<file path="config.mk">
export PLATFORM = sky130hd
export DESIGN_NAME = pio_ctrl_avmm
export DESIGN_NICKNAME = d
export VERILOG_FILES = /design/src/rtl/pio_ctrl_avmm.sv
export SDC_FILE = /design/constraint.sdc
export NUM_CORES = 1
export LEC_CHECK = 0
export ABC_CLOCK_PERIOD_IN_PS = 2500
export BUFFER_PORTS_ARGS = -buffer_cell sky130_fd_sc_hd__clkbuf_2
export CORE_AREA = 2 2 279 143
export CTS_BUF_LIST = sky130_fd_sc_hd__clkbuf_4 sky130_fd_sc_hd__clkbuf_8
export DETAILED_ROUTE_END_ITERATION = 16
export DIE_AREA = 0 0 281 145
export PLACE_DENSITY = 0.63
export RECOVER_POWER = 25
export REMOVE_ABC_BUFFERS = 1
export SETUP_SLACK_MARGIN = 0.02
export SYNTH_ARGS = -nofsm -noshare
export SYNTH_HDL_FRONTEND = slang
export SYNTH_SLANG_ARGS = --single-unit
</file>
<file path="constraint.sdc">
create_clock -name clk_i -period 2.5 [get_ports clk_i]
set_input_delay 0.25 -clock clk_i [delete_from_list [all_inputs] [get_ports clk_i]]
set_output_delay 0.25 -clock clk_i [all_outputs]
set_load 0.02 [all_outputs]
</file>
<file path="src/rtl/pio_ctrl_avmm.sv">
// Avalon-MM output-port controller: per-channel static levels with atomic
// set/clear/toggle, a shared PWM generator and per-channel one-shot pulses.
module pio_ctrl_avmm #(
  parameter int unsigned            PIO_WIDTH = 8,
  parameter int unsigned            CNT_WIDTH = 16,
  parameter logic [PIO_WIDTH-1:0]   RESET_VAL = '0
) (
  input  logic                  clk_i,
  input  logic                  rstn_i,
  input  logic [3:0]            avs_address_i,
  input  logic                  avs_write_i,
  input  logic [31:0]           avs_writedata_i,
  input  logic                  avs_read_i,
  output logic [31:0]           avs_readdata_o,
  output logic [PIO_WIDTH-1:0]  pio_o
);

  typedef enum logic [3:0] {
    ADDR_DATA       = 4'd0,
    ADDR_SET        = 4'd1,
    ADDR_CLR        = 4'd2,
    ADDR_TGL        = 4'd3,
    ADDR_PWM_EN     = 4'd4,
    ADDR_PWM_PERIOD = 4'd5,
    ADDR_PWM_DUTY   = 4'd6,
    ADDR_PULSE      = 4'd7,
    ADDR_PULSE_LEN  = 4'd8,
    ADDR_STATUS     = 4'd9
  } reg_addr_e;

  logic [PIO_WIDTH-1:0]                data_q, data_d;
  logic [PIO_WIDTH-1:0]                pwm_en_q, pwm_en_d;
  logic [CNT_WIDTH-1:0]                period_q, period_d;
  logic [CNT_WIDTH-1:0]                duty_q, duty_d;
  logic [CNT_WIDTH-1:0]                len_q, len_d;
  logic [CNT_WIDTH-1:0]                cnt_q, cnt_d;
  logic [PIO_WIDTH-1:0][CNT_WIDTH-1:0] pcnt_q, pcnt_d;
  logic [PIO_WIDTH-1:0]                pio_q, pio_d;
  logic [31:0]                         rdata_q, rdata_d;

  logic [PIO_WIDTH-1:0] wd_pio;
  logic [CNT_WIDTH-1:0] wd_cnt;
  logic [PIO_WIDTH-1:0] pulse_active;
  logic                 pwm;
  logic                 unused_wd;

  assign wd_pio    = avs_writedata_i[PIO_WIDTH-1:0];
  assign wd_cnt    = avs_writedata_i[CNT_WIDTH-1:0];
  assign unused_wd = ^avs_writedata_i;

  // Register writes, PWM counter and pulse counters.
  always_comb begin
    // NOTE: every signal gets a default first so no path can infer a latch.
    data_d   = data_q;
    pwm_en_d = pwm_en_q;
    period_d = period_q;
    duty_d   = duty_q;
    len_d    = len_q;
    cnt_d    = (cnt_q == period_q) ? '0 : cnt_q + CNT_WIDTH'(1);

    if (avs_write_i) begin
      case (avs_address_i)
        ADDR_DATA:       data_d   = wd_pio;
        ADDR_SET:        data_d   = data_q | wd_pio;
        ADDR_CLR:        data_d   = data_q & ~wd_pio;
        ADDR_TGL:        data_d   = data_q ^ wd_pio;
        ADDR_PWM_EN:     pwm_en_d = wd_pio;
        ADDR_PWM_PERIOD: begin
          period_d = wd_cnt;
          cnt_d    = '0;
        end
        ADDR_PWM_DUTY:   duty_d   = wd_cnt;
        ADDR_PULSE_LEN:  len_d    = wd_cnt;
        default:         ;
      endcase
    end

    // A retrigger wins over the decrement, so a reload at count 1 leaves no gap.
    for (int i = 0; i < int'(PIO_WIDTH); i++) begin
      pulse_active[i] = (pcnt_q[i] != '0);
      pcnt_d[i]       = pcnt_q[i];
      if (avs_write_i && avs_address_i == ADDR_PULSE && wd_pio[i] && len_q != '0)
        pcnt_d[i] = len_q;
      else if (pulse_active[i])
        pcnt_d[i] = pcnt_q[i] - CNT_WIDTH'(1);
    end
  end

  // Per-channel output selection: pulse over PWM over static level.
  always_comb begin
    pwm = (cnt_q < duty_q);
    for (int i = 0; i < int'(PIO_WIDTH); i++) begin
      if (pulse_active[i])   pio_d[i] = ~data_q[i];
      else if (pwm_en_q[i])  pio_d[i] = pwm;
      else                   pio_d[i] = data_q[i];
    end
  end

  // Read data is captured from pre-write state and held until the next read.
  always_comb begin
    rdata_d = rdata_q;
    if (avs_read_i) begin
      case (avs_address_i)
        ADDR_DATA:       rdata_d = 32'(data_q);
        ADDR_PWM_EN:     rdata_d = 32'(pwm_en_q);
        ADDR_PWM_PERIOD: rdata_d = 32'(period_q);
        ADDR_PWM_DUTY:   rdata_d = 32'(duty_q);
        ADDR_PULSE:      rdata_d = 32'(pulse_active);
        ADDR_PULSE_LEN:  rdata_d = 32'(len_q);
        ADDR_STATUS:     rdata_d = 32'(pio_q);
        default:         rdata_d = '0;
      endcase
    end
  end

  // NOTE: state flops use non-blocking assignments so all update together at the edge.
  always_ff @(posedge clk_i or negedge rstn_i) begin
    if (!rstn_i) begin
      data_q   <= RESET_VAL;
      pwm_en_q <= '0;
      period_q <= '0;
      duty_q   <= '0;
      len_q    <= '0;
      cnt_q    <= '0;
      pcnt_q   <= '0;
      pio_q    <= RESET_VAL;
      rdata_q  <= '0;
    end else begin
      data_q   <= data_d;
      pwm_en_q <= pwm_en_d;
      period_q <= period_d;
      duty_q   <= duty_d;
      len_q    <= len_d;
      cnt_q    <= cnt_d;
      pcnt_q   <= pcnt_d;
      pio_q    <= pio_d;
      rdata_q  <= rdata_d;
    end
  end

  assign pio_o          = pio_q;
  assign avs_readdata_o = rdata_q;

endmodule

</file>
==> run_results.csv <==
group,metric,value,unit
placed_design,globalplace.congestion,0.943,
power,power_density,909,nW/µm²
placed_design,port_buffers,47,
power,power_switching_share,38.8,%
worst_setup_path,start_kind,"flip-flop",
grt,top_usage_layer,"met1",
final_layout,final_common_cell,"dfrtp_1",
worst_setup_path,r2r_slack,0.11,ns
sta,timing.slew.headroom,14.7,%
clocking,cts_sinks,232,
worst_hold_path,hold_end,"pcnt_q[49]",
route,wl_per_cell,20.0,µm
power,power,14.0,mW
route,drt_first_pass_iters,7,
power,seqPwrFrac,46.0,%
sta,whs,0.103,ns
final_layout,final_cell_mix,"dfrtp_1 (232), nand2_1 (144), nor2_1 (128)",
sta,setup_viol,0,
power,clkPwrFrac,23.3,%
logic_synthesis,synthTopCellsByArea,"dfrtp_1 (44%), o21ai_0 (4.2%), xor2_1 (4.1%)",
floorplan,num_rows,51,
worst_hold_path,hold_path_class,"primary input to flip-flop",
sta,setup_ws,0.107,ns
worst_setup_path,r2r-start,"pcnt_q[49]",
clocking,htree_levels,2,
clocking,cts_tree,"built",
power,peakVddDrop,0.400,mV
sta,fin_worst_skew,0.0301,ns
floorplan,coreArea,38400,µm²
final_layout,syn2layout_area_growth,16.8,%
logic_synthesis,yosysWarnings,0,
placed_design,hpwl,30300,µm
worst_setup_path,critPathMaxFanout,4,
placed_design,pre_cts_ws,0.108,ns
logic_synthesis,synth_area,13200,µm²
outcome,outcome,"completed",
sta,worstMarginPinSlew,1.28,ns
logic_synthesis,synth_top_area_share,43.8,%
grt,grt_pass1_vias,10800,
worst_setup_path,worstPathArrival,2.85,ns
clocking,cts_buffers,35,
floorplan,io_pins,80,
sta,fin_crit_sh,95.7,%
grt,track_usage,20.7,%
worst_setup_path,r2r_cells,7,
logic_synthesis,ys_async_sr_fraction,100,%
logic_synthesis,synth_edf_count,0,
grt,grt_util_met3,6.23,%
logic_synthesis,avgSynthCellArea,9.23,µm²
floorplan,die_y,145,µm
floorplan,start_util,34.5,%
floorplan,die_area,40700,µm²
grt,grtUsageMet1,32.7,%
final_layout,drive_gt1_share,17.3,%
final_layout,stdcell_count,2108,
grt,met2_usage,26.8,%
route,initialDrtViolationCount,1434,
grt,grt_overflow,0,
logic_synthesis,syn-instance-count,1435,
route,via_per_inst,5.48,
logic_synthesis,yosys.area.top_type,"dfrtp_1",
logic_synthesis,ys_seq_elements,232,
clocking,path_clk_slew,0.07,ns
sta,drv_slew,0,
route,ant_nets,0,
grt,grt_pass1_wl,65200,µm
logic_synthesis,ys_seq_area_share,43.8,%
worst_setup_path,crit_path_end_kind,"flip-flop",
grt,antenna_found_initial,2,
power,intPower,8.60,mW
route,wirelength,42200,µm
logic_synthesis,ys.flop_type,"dfrtp_1",
route,drc_errors,0,
power,combPwrFrac,30.7,%
clocking,clk_latency,0.56,ns
placed_design,dp.cells,2037,
clocking,root_buffer,"clkbuf_8",
grt,grt_max_degree,83,
sta,max_clock_freq,0.418,GHz
worst_setup_path,cp.required,2.96,ns
clocking,clk_path_buf_depth,3,
power,p_leak,6.52,nW
worst_hold_path,whs_path_depth,3,
floorplan,die_w,281,µm
worst_setup_path,r2r-end,"pio_o[3]",
logic_synthesis,synth_cell_types,73,
worst_setup_path,critical_path_class,"flip-flop to flip-flop",
power,switching_power,5.45,mW
final_layout,nets,1637,
flow_run,maxCapViolations,0,
sta,layout_min_cycle_time,2.39,ns
sta,hold_viol,0,
route,num_vias,11600,
sta,rsz0062_at_grt,"false",
worst_hold_path,hold_path_startpoint,"avs_writedata_i[3]",
==> routing by layer <==
layer  wire length [µm]  vias up
li1                   -     5375
met1              20700     5654
met2              16200      459
met3               4380       66
met4                943        0
met5                  0        -
==> power groups by stage <==
| stage | Clock (mW) | Combinational (mW) | Sequential [mW] |
|---|---|---|---|
| 2_1_floorplan | 0 | 2.79 | 6.17 |
| 3_3_place_gp | 0 | 4.12 | 6.39 |
| 3_5_place_dp | 0 | 4.25 | 6.45 |
| 4_1_cts | 3.34 | 4.28 | 6.41 |
| 5_1_grt | 3.51 | 4.86 | 6.64 |
| 6_report | 3.27 | 4.32 | 6.46 |
==> cells in the mapped netlist, drive strengths merged, types with 10 or more instances <==
| cell | count |
|---|---|
| clkbuf | 70 |
| o22ai | 23 |
| a31oi | 20 |
| ha | 41 |
| a22oi | 10 |
| nor2b | 15 |
| a21oi | 55 |
| dfrtp | 232 |
| or4 | 20 |
| nand3 | 36 |
| mux2 | 31 |
| nor4 | 44 |
| a222oi | 10 |
| o21ai | 112 |
| nand4 | 15 |
| o31ai | 25 |
| nand2 | 144 |
| inv | 78 |
| and3 | 17 |
| nor3 | 37 |
| nor3b | 12 |
| buf | 21 |
| mux2i | 19 |
| xnor2 | 40 |
| nor2 | 128 |
| or3 | 17 |
| xor2 | 62 |
==> timing repair <==
action	4_1_cts	5_1_grt
buffers inserted	0	3
setup endpoints to repair	0	5
hold buffers	9	0
resized for setup	0	2
endpoints found under the hold margin	100	0
==> area by class of cell <==
cell class              count  area [µm²]
diodes                      2        5.00
clock buffers              54         662
clock inverters             3        15.0
fillers                  3833       22900
inverters                  78         293
multi-input cells        1049        6810
flip-flops and latches    232        5810
well taps                 530         663
repair buffers            160        1200
==> registers in the layout (all words and copies together) (netlist names) <==
| signal | count |
|---|---|
| pcnt_q | 128 |
| avs_readdata_o | 16 |
| cnt_q | 16 |
| duty_q | 16 |
| len_q | 16 |
| period_q | 16 |
| data_q | 8 |
| pio_o | 8 |
| pwm_en_q | 8 |
==> worst max-delay path by stage <==
| stage | startpoint | endpoint | slack (ns) | cells after the start |
|---|---|---|---|---|
| 6_report | pcnt_q[49] | pio_o[3] | 0.11 | 7 |
| 5_1_grt | rstn_i | pcnt_q[114] | 0.02 | 3 |
| 4_1_cts | pcnt_q[49] | pio_o[3] | 0.05 | 7 |
| 3_5_place_dp | pcnt_q[49] | pio_o[3] | 0.11 | 7 |
| 3_3_place_gp | pcnt_q[49] | pcnt_q[50] | 0.16 | 8 |
| 2_1_floorplan | avs_address_i[2] | duty_q[10] | -0.24 | 3 |
==> worst max-delay path, stage by stage, from the launching register on <==
cell	delay, ns
dfrtp_1	0.40
inv_1	0.06
ha_1	0.16
or4b_4	0.49
or4_4	0.47
nor3_4	0.19
mux2_2	0.35
a31oi_1	0.18
==> stage by stage <==
| step | utilization [%] | area [µm²] | TNS (ns) |
|---|---|---|---|
| detailed placement | 38.3 | 14700 | 0 |
| global route | 40.3 | 15500 | 0 |
| floorplan | - | 12900 | -2.73 |
| global placement | 38.3 | 14700 | 0 |
| CTS | 40.3 | 15400 | 0 |
| finish | 40.3 | 15500 | 0 |
==> cell families after synthesis <==
| kind of cell | count (synthesis) | synth area share, % |
|---|---|---|
| simple gates | 521 | 20.1 |
| xor+xnor | 102 | 6.75 |
| flops | 232 | 43.8 |
| other cells | 1 | 0.0283 |
| fa+ha+maj | 41 | 3.87 |
| compound gates | 311 | 14.6 |
| mux | 58 | 5.43 |
| buf+inv | 169 | 5.31 |
Note: power is estimated with default switching activity, not from simulation.
